===== config.mk =====
export PLATFORM = sky130hd
export DESIGN_NAME = color_config_responder
export DESIGN_NICKNAME = d
export VERILOG_FILES = /design/src/rtl/color_config_responder_pkg.sv /design/src/rtl/color_quadrant_locator.sv /design/src/rtl/color_config_responder.sv
export SDC_FILE = /design/constraint.sdc
export NUM_CORES = 1
export LEC_CHECK = 0
export ABC_AREA = 1
export CORE_ASPECT_RATIO = 1.1
export CORE_MARGIN = 5
export CORE_UTILIZATION = 59
export DETAILED_ROUTE_END_ITERATION = 8
export PLACE_DENSITY = 0.79
export SYNTH_ARGS = -nofsm -noshare
export SYNTH_HDL_FRONTEND = slang
export SYNTH_HIERARCHICAL = 1
export SYNTH_SLANG_ARGS = --single-unit

===== constraint.sdc =====
create_clock -name Clk -period 2.15 [get_ports Clk]
set_input_delay 0.5375 -clock Clk [delete_from_list [all_inputs] [get_ports Clk]]
set_output_delay 0.5375 -clock Clk [all_outputs]
set_load 0.05 [all_outputs]

===== src/rtl/color_config_responder_pkg.sv =====
// Shared definitions for the color-configuration responder and its
// VGA-path helpers.
// Contents: parameter defaults, quadrant address constants, the
// handshake state encoding, and a helper that forms the quadrant
// address from the down/right flags.
package color_config_responder_pkg;

    localparam int C_ADDR_WIDTH_DEF = 2;
    localparam int C_DATA_WIDTH_DEF = 12;
    localparam int H_ACTIVE_DEF     = 640;
    localparam int V_ACTIVE_DEF     = 480;
    localparam int ACK_DELAY_DEF    = 2;

    localparam logic [1:0] QUAD_LU = 2'b00;
    localparam logic [1:0] QUAD_RU = 2'b01;
    localparam logic [1:0] QUAD_RD = 2'b11;
    localparam logic [1:0] QUAD_LD = 2'b10;

    typedef enum logic [1:0] {
        IDLE  = 2'd0,
        DELAY = 2'd1,
        DROP  = 2'd2
    } hs_state_t;

    function automatic logic [1:0] quad_addr(input logic down, input logic right);
        return {down, right};
    endfunction

endpackage


===== src/rtl/color_quadrant_locator.sv =====
// Tracks the pixel position from the sync/enable strobes and reports
// which screen quadrant the current pixel lies in.
// Ports:
//   clk, rst_n                        clock, async active-low reset
//   pixel_en                          advances X
//   hsync, vsync                      line/frame markers (rising edge used)
//   vertical_split, horizontal_split  enable left/right and up/down split
//   quad_sel                          {down, right} of the current position
//   frame_start                       registered VSync rising edge
module color_quadrant_locator
    import color_config_responder_pkg::*;
#(
    parameter int H_ACTIVE = H_ACTIVE_DEF,
    parameter int V_ACTIVE = V_ACTIVE_DEF
) (
    input  logic       clk,
    input  logic       rst_n,
    input  logic       pixel_en,
    input  logic       hsync,
    input  logic       vsync,
    input  logic       vertical_split,
    input  logic       horizontal_split,
    output logic [1:0] quad_sel,
    output logic       frame_start
);

    localparam int XW = $clog2(H_ACTIVE);
    localparam int YW = $clog2(V_ACTIVE);
    localparam logic [XW-1:0] X_MAX  = XW'(H_ACTIVE - 1);
    localparam logic [YW-1:0] Y_MAX  = YW'(V_ACTIVE - 1);
    localparam logic [XW-1:0] X_HALF = XW'(H_ACTIVE / 2);
    localparam logic [YW-1:0] Y_HALF = YW'(V_ACTIVE / 2);

    logic          hsync_prev;
    logic          vsync_prev;
    logic          hsync_edge;
    logic          vsync_edge;
    logic [XW-1:0] x_pos;
    logic [YW-1:0] y_pos;
    logic          right;
    logic          down;

    assign hsync_edge = hsync & ~hsync_prev;
    assign vsync_edge = vsync & ~vsync_prev;

    always_ff @(posedge clk or negedge rst_n) begin
        if (!rst_n) begin
            hsync_prev  <= 1'b0;
            vsync_prev  <= 1'b0;
            frame_start <= 1'b0;
        end else begin
            hsync_prev  <= hsync;
            vsync_prev  <= vsync;
            frame_start <= vsync_edge;
        end
    end

    always_ff @(posedge clk or negedge rst_n) begin
        if (!rst_n) begin
            x_pos <= '0;
        end else if (hsync_edge) begin
            x_pos <= '0;
        end else if (pixel_en && (x_pos != X_MAX)) begin
            x_pos <= x_pos + XW'(1);
        end
    end

    // A frame marker wins over a line marker arriving on the same cycle.
    always_ff @(posedge clk or negedge rst_n) begin
        if (!rst_n) begin
            y_pos <= '0;
        end else if (vsync_edge) begin
            y_pos <= '0;
        end else if (hsync_edge && (y_pos != Y_MAX)) begin
            y_pos <= y_pos + YW'(1);
        end
    end

    assign right    = vertical_split & (x_pos >= X_HALF);
    assign down     = horizontal_split & (y_pos >= Y_HALF);
    assign quad_sel = quad_addr(down, right);

endmodule


===== src/rtl/color_config_responder.sv =====
// Responder side of the color-configuration handshake. Accepts one
// quadrant color write per C_Valid assertion, acknowledges it after a
// fixed delay, and double-buffers the four colors so the display only
// changes at frame boundaries.
// Ports:
//   Clk, Rst                       clock, async active-low reset
//   C_Valid, C_Addr, C_Data        write request from the color manager
//   C_Rdy                          one-cycle commit acknowledge
//   Vertical_Split, Horizontal_Split  quadrant split enables
//   Pixel_En, HSync, VSync         position strobes
//   Pixel_Color                    registered color of current pixel
//   Write_Count                    committed writes, wrapping
//
// state | meaning
// IDLE  | waiting for C_Valid; captures address/data on request
// DELAY | counting down to the commit; commits and pulses C_Rdy at 0
// DROP  | waiting for C_Valid to fall before accepting another write
module color_config_responder
    import color_config_responder_pkg::*;
#(
    parameter int C_ADDR_WIDTH = C_ADDR_WIDTH_DEF,
    parameter int C_DATA_WIDTH = C_DATA_WIDTH_DEF,
    parameter int H_ACTIVE     = H_ACTIVE_DEF,
    parameter int V_ACTIVE     = V_ACTIVE_DEF,
    parameter int ACK_DELAY    = ACK_DELAY_DEF
) (
    input  logic                    Clk,
    input  logic                    Rst,
    input  logic                    C_Valid,
    input  logic [C_ADDR_WIDTH-1:0] C_Addr,
    input  logic [C_DATA_WIDTH-1:0] C_Data,
    output logic                    C_Rdy,
    input  logic                    Vertical_Split,
    input  logic                    Horizontal_Split,
    input  logic                    Pixel_En,
    input  logic                    HSync,
    input  logic                    VSync,
    output logic [C_DATA_WIDTH-1:0] Pixel_Color,
    output logic [7:0]              Write_Count
);

    localparam int NQ = 1 << C_ADDR_WIDTH;

    hs_state_t               state;
    hs_state_t               state_nxt;
    logic                    capture;
    logic                    commit;
    logic [3:0]              delay_cnt;
    logic [C_ADDR_WIDTH-1:0] addr_q;
    logic [C_DATA_WIDTH-1:0] data_q;
    logic [C_DATA_WIDTH-1:0] working [NQ];
    logic [C_DATA_WIDTH-1:0] shadow  [NQ];
    logic [1:0]              quad_sel;
    logic                    frame_start;

    color_quadrant_locator #(
        .H_ACTIVE (H_ACTIVE),
        .V_ACTIVE (V_ACTIVE)
    ) u_locator (
        .clk              (Clk),
        .rst_n            (Rst),
        .pixel_en         (Pixel_En),
        .hsync            (HSync),
        .vsync            (VSync),
        .vertical_split   (Vertical_Split),
        .horizontal_split (Horizontal_Split),
        .quad_sel         (quad_sel),
        .frame_start      (frame_start)
    );

    always_ff @(posedge Clk or negedge Rst) begin
        if (!Rst) state <= IDLE;
        else      state <= state_nxt;
    end

    always_comb begin
        state_nxt = state;
        capture   = 1'b0;
        commit    = 1'b0;
        case (state)
            IDLE: begin
                if (C_Valid) begin
                    capture   = 1'b1;
                    state_nxt = DELAY;
                end
            end
            DELAY: begin
                if (delay_cnt == 4'd0) begin
                    commit    = 1'b1;
                    state_nxt = DROP;
                end
            end
            DROP: begin
                if (!C_Valid) state_nxt = IDLE;
            end
            default: state_nxt = IDLE;
        endcase
    end

    // Counter is loaded with ACK_DELAY-1 so the commit edge lands exactly
    // ACK_DELAY edges after the capture edge.
    always_ff @(posedge Clk or negedge Rst) begin
        if (!Rst) begin
            addr_q      <= '0;
            data_q      <= '0;
            delay_cnt   <= '0;
            C_Rdy       <= 1'b0;
            Write_Count <= '0;
        end else begin
            C_Rdy <= commit;
            if (capture) begin
                addr_q    <= C_Addr;
                data_q    <= C_Data;
                delay_cnt <= 4'(ACK_DELAY - 1);
            end else if ((state == DELAY) && (delay_cnt != 4'd0)) begin
                delay_cnt <= delay_cnt - 4'd1;
            end
            if (commit) Write_Count <= Write_Count + 8'd1;
        end
    end

    // A commit and a shadow copy on the same edge: the shadow picks up the
    // pre-write working value, so the new color waits for the next frame.
    always_ff @(posedge Clk or negedge Rst) begin
        if (!Rst) begin
            for (int i = 0; i < NQ; i++) begin
                working[i] <= '0;
                shadow[i]  <= '0;
            end
            Pixel_Color <= '0;
        end else begin
            if (commit) working[addr_q] <= data_q;
            if (frame_start) begin
                for (int i = 0; i < NQ; i++) shadow[i] <= working[i];
            end
            Pixel_Color <= shadow[quad_sel];
        end
    end

endmodule


# Word level (Yosys, flattened, before mapping)
# Index checks and enable logic that the tools add are counted.
totals:
  elab_cells: 75
  in_bits: 22
  output_inout_bits: 21
  regBits: 159
classes:
  bitwise_logic: 8
  n_eq_ne: 7
  n_addsub: 4
  magnitude_cmp: 5
  n_mux: 20
  n_reduce_logical: 11
ops:
  columns: ["cell", "n"]
  rows:
  - ["48-bit bitwise mux", 1]
  - ["12-bit 2-to-1 mux", 3]
  - ["12-bit binary-select mux with 2-bit select", 1]
  - ["12-bit demux with 2-bit select", 1]
  - ["10-bit 2-to-1 mux", 2]
  - ["9-bit 2-to-1 mux", 2]
  - ["10-bit by 1-bit adder with 10-bit output (second input constant)", 1]
  - ["10-bit by 9-bit >= comparator with 1-bit output (second input constant)", 1]
  - ["10-bit != test (second input constant)", 1]
  - ["9-bit by 1-bit adder with 9-bit output (second input constant)", 1]
  - ["9-bit by 8-bit >= comparator with 1-bit output (second input constant)", 1]
  - ["9-bit != test (second input constant)", 1]
  - ["8-bit by 1-bit adder with 8-bit output (second input constant)", 1]
  - ["4-bit 2-to-1 mux", 2]
  - ["3-bit >= comparator (second input constant)", 2]
  - ["2-bit 2-to-1 mux", 3]
  - ["2-bit != test (second input constant)", 3]
  - ["2-bit NOT with 3-bit output", 2]
  - ["2-bit case mux with 3 select lines", 1]
  - ["2-bit nonzero test", 3]
  - ["1-bit bitwise AND", 4]
  - ["1-bit logical AND", 4]
  - ["4-bit logical NOT", 1]
  - ["1-bit 2-to-1 mux", 4]
  - ["other kinds (8)", 9]

# Depth between registers and ports, before layout
# Gate-level depths: netlist of the first run.
depth:
  word_depth: 6
  ltp_mapped: 10

# By module
# Netlist of the first run, hierarchy kept.
by_module_without_submodules:
  columns: ["module", "cells_per_inst", "area_per_inst_um2", "instances"]
  rows:
  - ["color_config_responder", 527, 5571.6, 1]
  - ["color_quadrant_locator", 173, 1331.3, 1]

# Worst setup path after synthesis of the first run
# No wires, ideal clock.
synth_timing:
  path_type: "register to register"
  start: "reg u_locator.x_pos[6]"
  end: "reg Pixel_Color[5]"
  path_slack_ns: 0.608
  path_stages_with_launch: 11
  arrival_ns: 1.465
  period_less_slack_ns: 1.542
  n_path_buf: 2
  cell_sequence: "dfrtp_1 > inv_1 > o211ai_1 > nand2_1 > inv_1 > buf_4 > clkinv_1 > clkbuf_1 > o21ai_0 > a21oi_1 > a21oi_1"
synth_via:
  elab_chain_cells: 6
synth_rtl:
  columns: ["element", "line_no", "text"]
  rows:
  - ["start, declared", "color_quadrant_locator.sv:38", "logic [XW-1:0] x_pos;"]
  - ["start signal, assigned", "color_quadrant_locator.sv:64", "x_pos <= x_pos + XW'(1);"]
  - ["10-bit by 9-bit >= comparator with 1-bit output", "color_quadrant_locator.sv:79", "assign right = vertical_split & (x_pos >= X_HALF);"]
  - ["1-bit bitwise AND", "color_quadrant_locator.sv:79", null]
  - ["net u_locator.right", "color_quadrant_locator.sv:40", "logic right;"]
  - ["2-bit NOT with 3-bit output (implied by the code)", "color_config_responder.sv:136", "Pixel_Color <= shadow[quad_sel];"]
  - ["12-bit binary-select mux with 2-bit select", "color_config_responder.sv:136", null]
  - ["12-bit 2-to-1 mux (implied by the code) (2 in series)", "color_config_responder.sv:136", null]
  - ["end signal, assigned", "color_config_responder.sv:136", null]
  - ["end, declared", "color_config_responder.sv:38", "output logic [C_DATA_WIDTH-1:0] Pixel_Color,"]
# The timed path passes the listed nets, and every way through them passes these cells. The select of a mux whose other input is x is not followed.
# A chain may end at the register's enable or synchronous reset.

# Worst setup path in the final report of the first run
layout_timing:
  start: "reg Pixel_Color[2]"
  end: "out Pixel_Color[2]"
# No word-level cell between the ends.

==> results.txt, run 1 <==
* Final count of hold timing violations: 0
* Die outline area: 0.0140 sq mm
- The final number of max-transition violations is 0.
* Critical-path top delay cell: sky130_fd_sc_hd__clkdlybuf4s50_1
- Final weighted congestion in routability-driven placement: 0.855
- Most frequent cell after synthesis: sky130_fd_sc_hd__nand2_1
- The detail route stage leaves a number of antenna-violating nets equal to 0.
- Setup repair after global routing left no endpoint under its margin.
- The synthesized design spends more area on one cell type than any other, namely sky130_fd_sc_hd__dfrtp_1.
* Synth top cells by count: sky130_fd_sc_hd__nand2_1, sky130_fd_sc_hd__dfrtp_1, sky130_fd_sc_hd__inv_1
* Critical Path AT: 1.56 ns
* Category of the worst setup path launch point: flip-flop
- FF-to-FF setup slack: 0.41 ns
- FF+latch count, synth: 159
- Row count: 41
- Counting tap cells, the placed design contains a total of 874 instances.
- For this run, the register share of the synthesized area comes to 57.6%.
- The largest single stage delay on the critical path is 0.80 ns.
* Post-route design area: 0.00799 sq mm
* Vias: 4,974
- Die outline height: 123 um
- The top cell type by area accounts for 57.6% of the synthesized area.
- WP depth: 1
* Via count of the first global-routing pass: 4,862
* Multi-input logic area: 0.00247 sq mm
- Drt total wl: 13.7 mm
- Number of buffers inserted during clock tree synthesis: 17
- In this run the clock root is driven by a sky130_fd_sc_hd__clkbuf_16.
- Power spread over the standard cell area amounts to 1320 mW/mm^2.
- Endpoint type of the worst setup path: output port
- Across the run, the number of max-cap violations was 0.
* CP Class: flip-flop to output port
- Sum of buffers and inverters on the critical path: 1
- Number of I/O pins: 43
* Post-Synthesis Cells: 700
- The flow ran to the end, and the final reports show no timing, DRC or antenna violations.
- Final #Nets: 773
- In this run the standard cell core region covers 0.0115 sq mm.
- The synthesized netlist occupies a cell area of 0.00690 sq mm.
- Required arrival time at the worst endpoint: 1.61 ns
- Based on the critical path, the design can be clocked at up to 0.476 GHz.
- Number of nets in the synthesized netlist: 729
* Warnings from Yosys: 6
- In the routed design, unresolved DRC markers number 0.
- Source-to-sink clock delay at the later pin of the worst-skew pair: 0.42 ns
* Final setup skew: 0.00667 ns
- Drt wl/cell: 15.1 um
* Period minus WS final: 2.10 ns
- Setup slack on the critical path of the routed design comes to 0.0504 ns.
* Capture point of the worst reg-to-reg path: working[7]
- Longest Clk Path Bufs: 2
* Fraction of layout cells with a size suffix above 1: 15.6%
- Along the worst hold path, the cell count comes to 2.
- Die Span X: 113 um
- The first global-routing pass estimated 23.7 mm of wire.
* Area taken by flip-flops and latches: 0.00398 sq mm
- Signed area change from the synthesized netlist to the final layout: 15.8%
- The number of antenna diodes in the final layout is 0.
- Critical-path maximum fanout: 1
* Max VDD drop: 1.08 mV
- The analysis attributes to cell leakage a power of 0.00398 uW.
- The HPWL after detailed placement is 8.68 mm.
* First element of the critical path: Pixel_Color[2]
* Pre-antenna DRT Iters: 5
- Final sum of negative setup slack: 0 ns
- Family of cells with the greatest summed delay on the critical path: buffers and inverters
* Antenna violations before repair: 0
* Starting utilization of the core area: 60.1%
- Sorting the synthesized cells by area gives the leading types as sky130_fd_sc_hd__dfrtp_1, sky130_fd_sc_hd__nand2_1, sky130_fd_sc_hd__mux2_2.
- The worst hold path belongs to the class flip-flop to flip-flop.
- Entering global routing, the biggest net connects 61 pins.
* CTS clk-pin slew, worst paths: 0.06 ns
- The path with the worst hold slack has its endpoint at shadow[33].
* Number of cell instances on the worst register-to-register path: 7
- In this run, the number of DRC markers left after iteration 0 of detailed routing was 291.
- H-tree level count: 4
* FF-to-FF Start: delay_cnt[0]
* Setup fix buffers added after clock tree synthesis: 0
- The worst hold path begins at working[33].
- Final Setup Violations: 0
- Standard cell area after detailed placement: 0.00744 sq mm
- Number of non-filler instances in the completed layout: 906
- Counting the fill cells in the layout gives 855.
- FFs w/ async S/R, synth: 100%
- Cell chain of the critical path: clkdlybuf4s50_1
- Global routing consumed, over all layers together, 21.5% of the routing resources.
* Slew margin rel.: 64.0%
- Input and output buffers added on the ports amount to 42.
- Post-synthesis area per instance: 9.86 sq um
- The netlist uses 35 different library cells.
- Clock net sink count: 159
- Final total power: 10,600 uW
- TritonCTS built the clock tree.
* Count of flip-flops with a built-in enable after synthesis: 0
* Worst-Margin Slew: 0.538 ns
- Global route total overflow: 0
- Timing analysis after detailed placement gives a worst setup slack of 0.0880 ns.
- In the finished design, the share of the clock period the worst path needs comes to 97.7%.
- For this run, the leading register cell type out of synthesis is sky130_fd_sc_hd__dfrtp_1.
* Routed via count divided by cell count: 5.49
placed cells by master (no fill, tap or decap), types with 2 or more instances in the layout:
master,synthesis,final
sky130_fd_sc_hd__clkbuf_8,0,2
sky130_fd_sc_hd__inv_1,66,66
sky130_fd_sc_hd__o21ai_2,21,21
sky130_fd_sc_hd__clkbuf_16,0,17
sky130_fd_sc_hd__clkdlybuf4s50_1,0,30
sky130_fd_sc_hd__nor2_2,3,3
sky130_fd_sc_hd__xor2_1,8,8
sky130_fd_sc_hd__o21ai_0,25,25
sky130_fd_sc_hd__nand4_1,6,6
sky130_fd_sc_hd__ha_1,7,7
sky130_fd_sc_hd__clkinv_4,0,2
sky130_fd_sc_hd__nand2_2,3,3
sky130_fd_sc_hd__nand3_1,27,27
sky130_fd_sc_hd__or2_2,2,2
sky130_fd_sc_hd__mux2_2,36,36
sky130_fd_sc_hd__clkinvlp_4,0,3
sky130_fd_sc_hd__nand3b_1,2,2
sky130_fd_sc_hd__a21oi_1,51,51
sky130_fd_sc_hd__buf_12,0,3
sky130_fd_sc_hd__dlygate4sd2_1,0,10
sky130_fd_sc_hd__dfrtp_1,159,158
sky130_fd_sc_hd__nand2_4,5,5
sky130_fd_sc_hd__o21ai_1,39,39
sky130_fd_sc_hd__clkinv_2,0,4
sky130_fd_sc_hd__inv_2,2,2
sky130_fd_sc_hd__nand2_1,166,166
sky130_fd_sc_hd__buf_4,3,6
sky130_fd_sc_hd__nor2_1,33,33
sky130_fd_sc_hd__clkbuf_1,12,2
registers in the layout, summed over array words and instances, names as in the netlist, 4 cells and up:
signal / flops
Pixel_Color: 12
working: 48
u_locator/x_pos: 10
Write_Count: 8
delay_cnt: 4
shadow: 48
data_q: 12
u_locator/y_pos: 9
how the worst max path moves through the flow:
| stage | endpoint |
|---|---|
| after floorplan | Pixel_Color[5] |
| after global placement | u_locator/y_pos[6] |
| after detailed placement | u_locator/y_pos[6] |
| after CTS | Pixel_Color[0] |
| after global routing | Pixel_Color[6] |
| final | Pixel_Color[2] |
routing by layer:
metal | wire (um) | up-vias | global-route usage (%)
met1 | 5680 | 2459 | 28.3
met3 | 764 | 21 | 4.65
li1 | - | 2361 | -
met4 | 269 | 0 | 8.79
met5 | 0 | - | 0
met2 | 6940 | 133 | 35.0
layout make-up:
type	count	share of cell area, %
Clock inverter	10	1.13
Inverter	70	3.44
Sequential cell	159	49.8
Multi-Input combinational cell	444	30.9
Tap cell	150	2.35
Clock buffer	21	5.76
Timing Repair Buffer	52	6.59
kinds of logic (layout without fill, tap and decap cells):
family	Yosys count	in the layout	synth area share, %
and+or+nand+nor	253	253	16.2
DFF	159	159	57.6
AOI/OAI and AO/OA	140	140	11.4
buffers and inverters	97	153	6.56
muxes	36	36	5.87
xor gates and xnor gates	8	8	1.02
adders and majority gates	7	7	1.27
through the flow:
stage	hold slack, ns	util, %
finish	0.476	69.5
global route	0.498	69.5
CTS	0.479	69.5
detailed placement	0.436	64.8
global placement	0.426	64.8
floorplan	0.242	-
repair_timing:
item	4_1_cts	5_1_grt
resized for setup	10	1
hold endpoints to repair	24	0
setup endpoints to repair	10	1
hold buffers	1	0
pin swaps	0	0
where the power goes:
| part | internal, uW | total (uW) | switching (uW) |
|---|---|---|---|
| clock network | 1640 | 2790 | 1150 |
| logic | 1120 | 3060 | 1940 |
| registers | 4130 | 4730 | 596 |
Note: power is estimated with default switching activity, not from simulation.
==> run 2: changes to the inputs <==
--- a/config.mk
+++ b/config.mk
@@ -15,3 +15,4 @@
 export SYNTH_HDL_FRONTEND = slang
 export SYNTH_HIERARCHICAL = 1
 export SYNTH_SLANG_ARGS = --single-unit
+export TNS_END_PERCENT = 20
==> results of run 2 <==
No change in the layout: final DEF, timing and power equal those of run 1.
==> run 3: changes to the inputs <==
--- a/config.mk
+++ b/config.mk
@@ -7,10 +7,10 @@
 export LEC_CHECK = 0
 export ABC_AREA = 1
 export CORE_ASPECT_RATIO = 1.1
-export CORE_MARGIN = 5
 export CORE_UTILIZATION = 59
 export DETAILED_ROUTE_END_ITERATION = 8
 export PLACE_DENSITY = 0.79
+export SLEW_MARGIN = 20
 export SYNTH_ARGS = -nofsm -noshare
 export SYNTH_HDL_FRONTEND = slang
 export SYNTH_HIERARCHICAL = 1
==> run 3 against run 2 <==
  * Non-clock buffer count rose by 1
  * Via count increased by 1.0%
  * Combinational power increased by 2%
  * Hold slack worse by 0.41 ns
==> results.txt, run 3 (synthesis results as in run 1) <==
- Outcome: complete, no violations (unchanged)
- The final net count came to 774 (was 773).
- Unrepaired setup endpoints after global routing: false (unchanged)
- The ratio of cells with drive above 1 in the final layout was 16.1% (was 15.6%).
* Die outline area: 0.0121 sq mm (was 0.0140 sq mm)
- The total half-perimeter wirelength after legalization and detailed placement is 8.85 mm (was 8.68 mm).
- Pre-antenna DRT Iters: 5 (unchanged)
* Required arrival time at the worst endpoint: 1.61 ns (about the same)
- Seq pwr share: 42.3% (was 44.7%)
- The residual antenna-violating net count after detailed routing was 0 (unchanged).
* FF-to-FF Start: delay_cnt[0] (unchanged)
- Cell chain of the critical path: clkdlybuf4s50_1 (unchanged).
- The number of DRC violations after detailed routing is 0 (unchanged).
- The number of I/O pins came to 43 (unchanged).
* Total power density per cell area: 1380 mW/mm^2 (was 1320 mW/mm^2)
* Row count: 41 (unchanged)
- The residual overflow from global routing is 0 (unchanged).
- The number of vias per cell after detailed routing is 5.53 (was 5.49).
- The measured slew at the worst slew-check pin is 0.525 ns (was 0.538 ns).
- The reg-to-reg setup timing slack is 0.33 ns (was 0.41 ns).
- The biggest cell delay along the critical path came to 0.80 ns (about the same).
- Number of DRC markers after the initial detailed-route iteration: 260 (was 291)
- The commonest non-fill, non-tap cell in the layout is sky130_fd_sc_hd__nand2_1 (unchanged).
- Critical Path AT: 1.57 ns (was 1.56 ns)
- The final number of max-transition violations was 0 (unchanged).
- The layout filler cell count came to 819 (was 855).
- Worst slack on hold paths: 0.0705 ns (was 0.476 ns)
- Max VDD drop: 0.773 mV (was 1.08 mV)
* Longest Clk Path Bufs: 2 (unchanged)
* Number of maximum-capacitance constraint violations: 0 (unchanged)
* Critical-path top delay cell: sky130_fd_sc_hd__clkdlybuf4s50_1 (unchanged)
- Signed area change from the synthesized netlist to the final layout: 17.6% (was 15.8%)
- The final period demand of the worst path was 2.11 ns (was 2.10 ns).
- Largest registers: shadow: 48 flops, working: 48 flops (unchanged).
- Antenna violations before repair: 0 (unchanged)
- The part of the power in the clock network is 29.9% (was 26.4%).
- The static leakage came to 0.00404 uW (was 0.00398 uW).
- CTS clk-pin slew, worst paths: 0.06 ns (about the same)
- The effective utilization at floorplan was 60.3% (was 60.1%).
- The number of sinks on the clock net came to 159 (unchanged).
- Cell-internal power: 7330 uW (was 6890 uW)
* Post-route design area: 0.00812 sq mm (was 0.00799 sq mm)
* Capture point of the worst reg-to-reg path: working[12] (was working[7])
- The endpoint kind of the worst setup timing path was an output port (unchanged).
* Drt total wl: 14.2 mm (was 13.7 mm)
- The TritonCTS clock tree was built (unchanged).
* Number of buffers inserted during clock tree synthesis: 17 (unchanged)
* Critical-path maximum fanout: 1 (unchanged)
* Final count of hold timing violations: 0 (unchanged)
- Sum of buffers and inverters on the critical path: 1 (unchanged)
- The total number of vias was 5,025 (was 4,974).
- Standard cell area after detailed placement: 0.00747 sq mm (was 0.00744 sq mm)
- The net switching power is 3850 uW (was 3690 uW).
- Source-to-sink clock delay at the later pin of the worst-skew pair: 0.42 ns (about the same)
- The final-report setup violation count came to 0 (unchanged).
- The class of the most critical hold timing path was input pin to async pin (was flip-flop to flip-flop).
- The weighted congestion reported at the end of routability-driven placement is 0.778 (was 0.855).
- The largest net degree at the start of global routing was 61 (unchanged).
* Category of the worst setup path launch point: flip-flop (unchanged)
* Root Buffer Master: sky130_fd_sc_hd__clkbuf_16 (unchanged)
- Ant. Diodes: 0 (unchanged)
- Via count of the first global-routing pass: 5,030 (was 4,862)
- Slew margin rel.: 64.9% (was 64.0%)
- The count of cells along the worst register-to-register path is 7 (unchanged).
* Highest clock rate: 0.474 GHz (was 0.476 GHz)
- Std-Cell Core Area: 0.0114 sq mm (was 0.0115 sq mm)
- The average wire per cell in the routed design came to 15.7 um (was 15.1 um).
- Share of the clock period used by the worst path after layout: 98.1% (was 97.7%)
* GRT Resource Usage Total: 25.6% (was 21.5%)
- Leading cell types in the layout, fill and taps excluded: sky130_fd_sc_hd__nand2_1, sky130_fd_sc_hd__dfrtp_1, sky130_fd_sc_hd__inv_1 (unchanged).
- The logic gate share of total power is 27.8% (was 28.9%).
* H-tree level count: 4 (unchanged)
- The height of the chip was 115 um (was 123 um).
- The first-pass GRT wire length is 23.9 mm (was 23.7 mm).
* CP Class: flip-flop to output port (unchanged)
* Setup fix buffers added after clock tree synthesis: 0 (unchanged)
* Die Span X: 105 um (was 113 um)
* Count of buffers from port buffering: 42 (unchanged)
- The post-route clock skew is 0.00837 ns (was 0.00667 ns).
- Final sum of negative setup slack: 0 ns (unchanged)
- The kind of cell with the highest combined delay on the critical path was buffers and inverters (unchanged).
- The switching part of the total power was 34.4% (was 34.9%).
run 3: layout make-up:
cell class | count | area, sq um | area share [%]
Multi-Input combinational cell | 444 | 2470 | 30.5
Tap cell | 150 | 188 | 2.31
Inverter | 70 | 275 | 3.39
Clock buffer | 18 | 429 | 5.29
Sequential cell | 159 | 3980 | 49.0
Clock inverter | 14 | 228 | 2.81
Timing Repair Buffer | 53 | 544 | 6.71
run 3: power by group through the flow:
stage               Clock [uW]  Sequential, uW  Combinational [uW]
global placement             0            4690                2960
finish                    3340            4740                3110
detailed placement           0            4760                3110
floorplan                    0            5090                1820
CTS                       3370            4730                3140
global route              3500            4860                3420
run 3: per-layer routing:
metal,GRT usage (%),wire [um],up-vias
li1,-,-,2366
met1,31.7,5940,2511
met2,44.9,7440,129
met3,5.17,664,19
met4,9.67,195,0
met5,0,0,-
run 3: stage by stage:
stage	power [uW]	utilization (%)	setup slack (ns)	cells
4_1_cts	11200	70.9	0.00261	908
6_report	11200	70.9	0.0410	908
5_1_grt	11800	70.9	0.0151	908
2_1_floorplan	6900	-	0.608	700
3_5_place_dp	7860	65.3	0.183	876
3_3_place_gp	7650	65.3	0.250	876
run 3: worst max path at each step:
stage / start / to / slack [ns] / cells after the start
floorplan: u_locator/x_pos[6] / Pixel_Color[5] / 0.61 / 10
global placement: Vertical_Split / Pixel_Color[7] / 0.25 / 8
detailed placement: Vertical_Split / Pixel_Color[2] / 0.18 / 8
CTS: Pixel_Color[10] / Pixel_Color[10] / 0.003 / 1
global route: Pixel_Color[6] / Pixel_Color[6] / 0.02 / 1
finish: Pixel_Color[2] / Pixel_Color[2] / 0.04 / 1
run 3: repair_timing:
item / 4_1_cts / 5_1_grt
endpoints found under the setup margin: 10 / 1
resized for setup: 10 / 1
hold buffers: 0 / 0
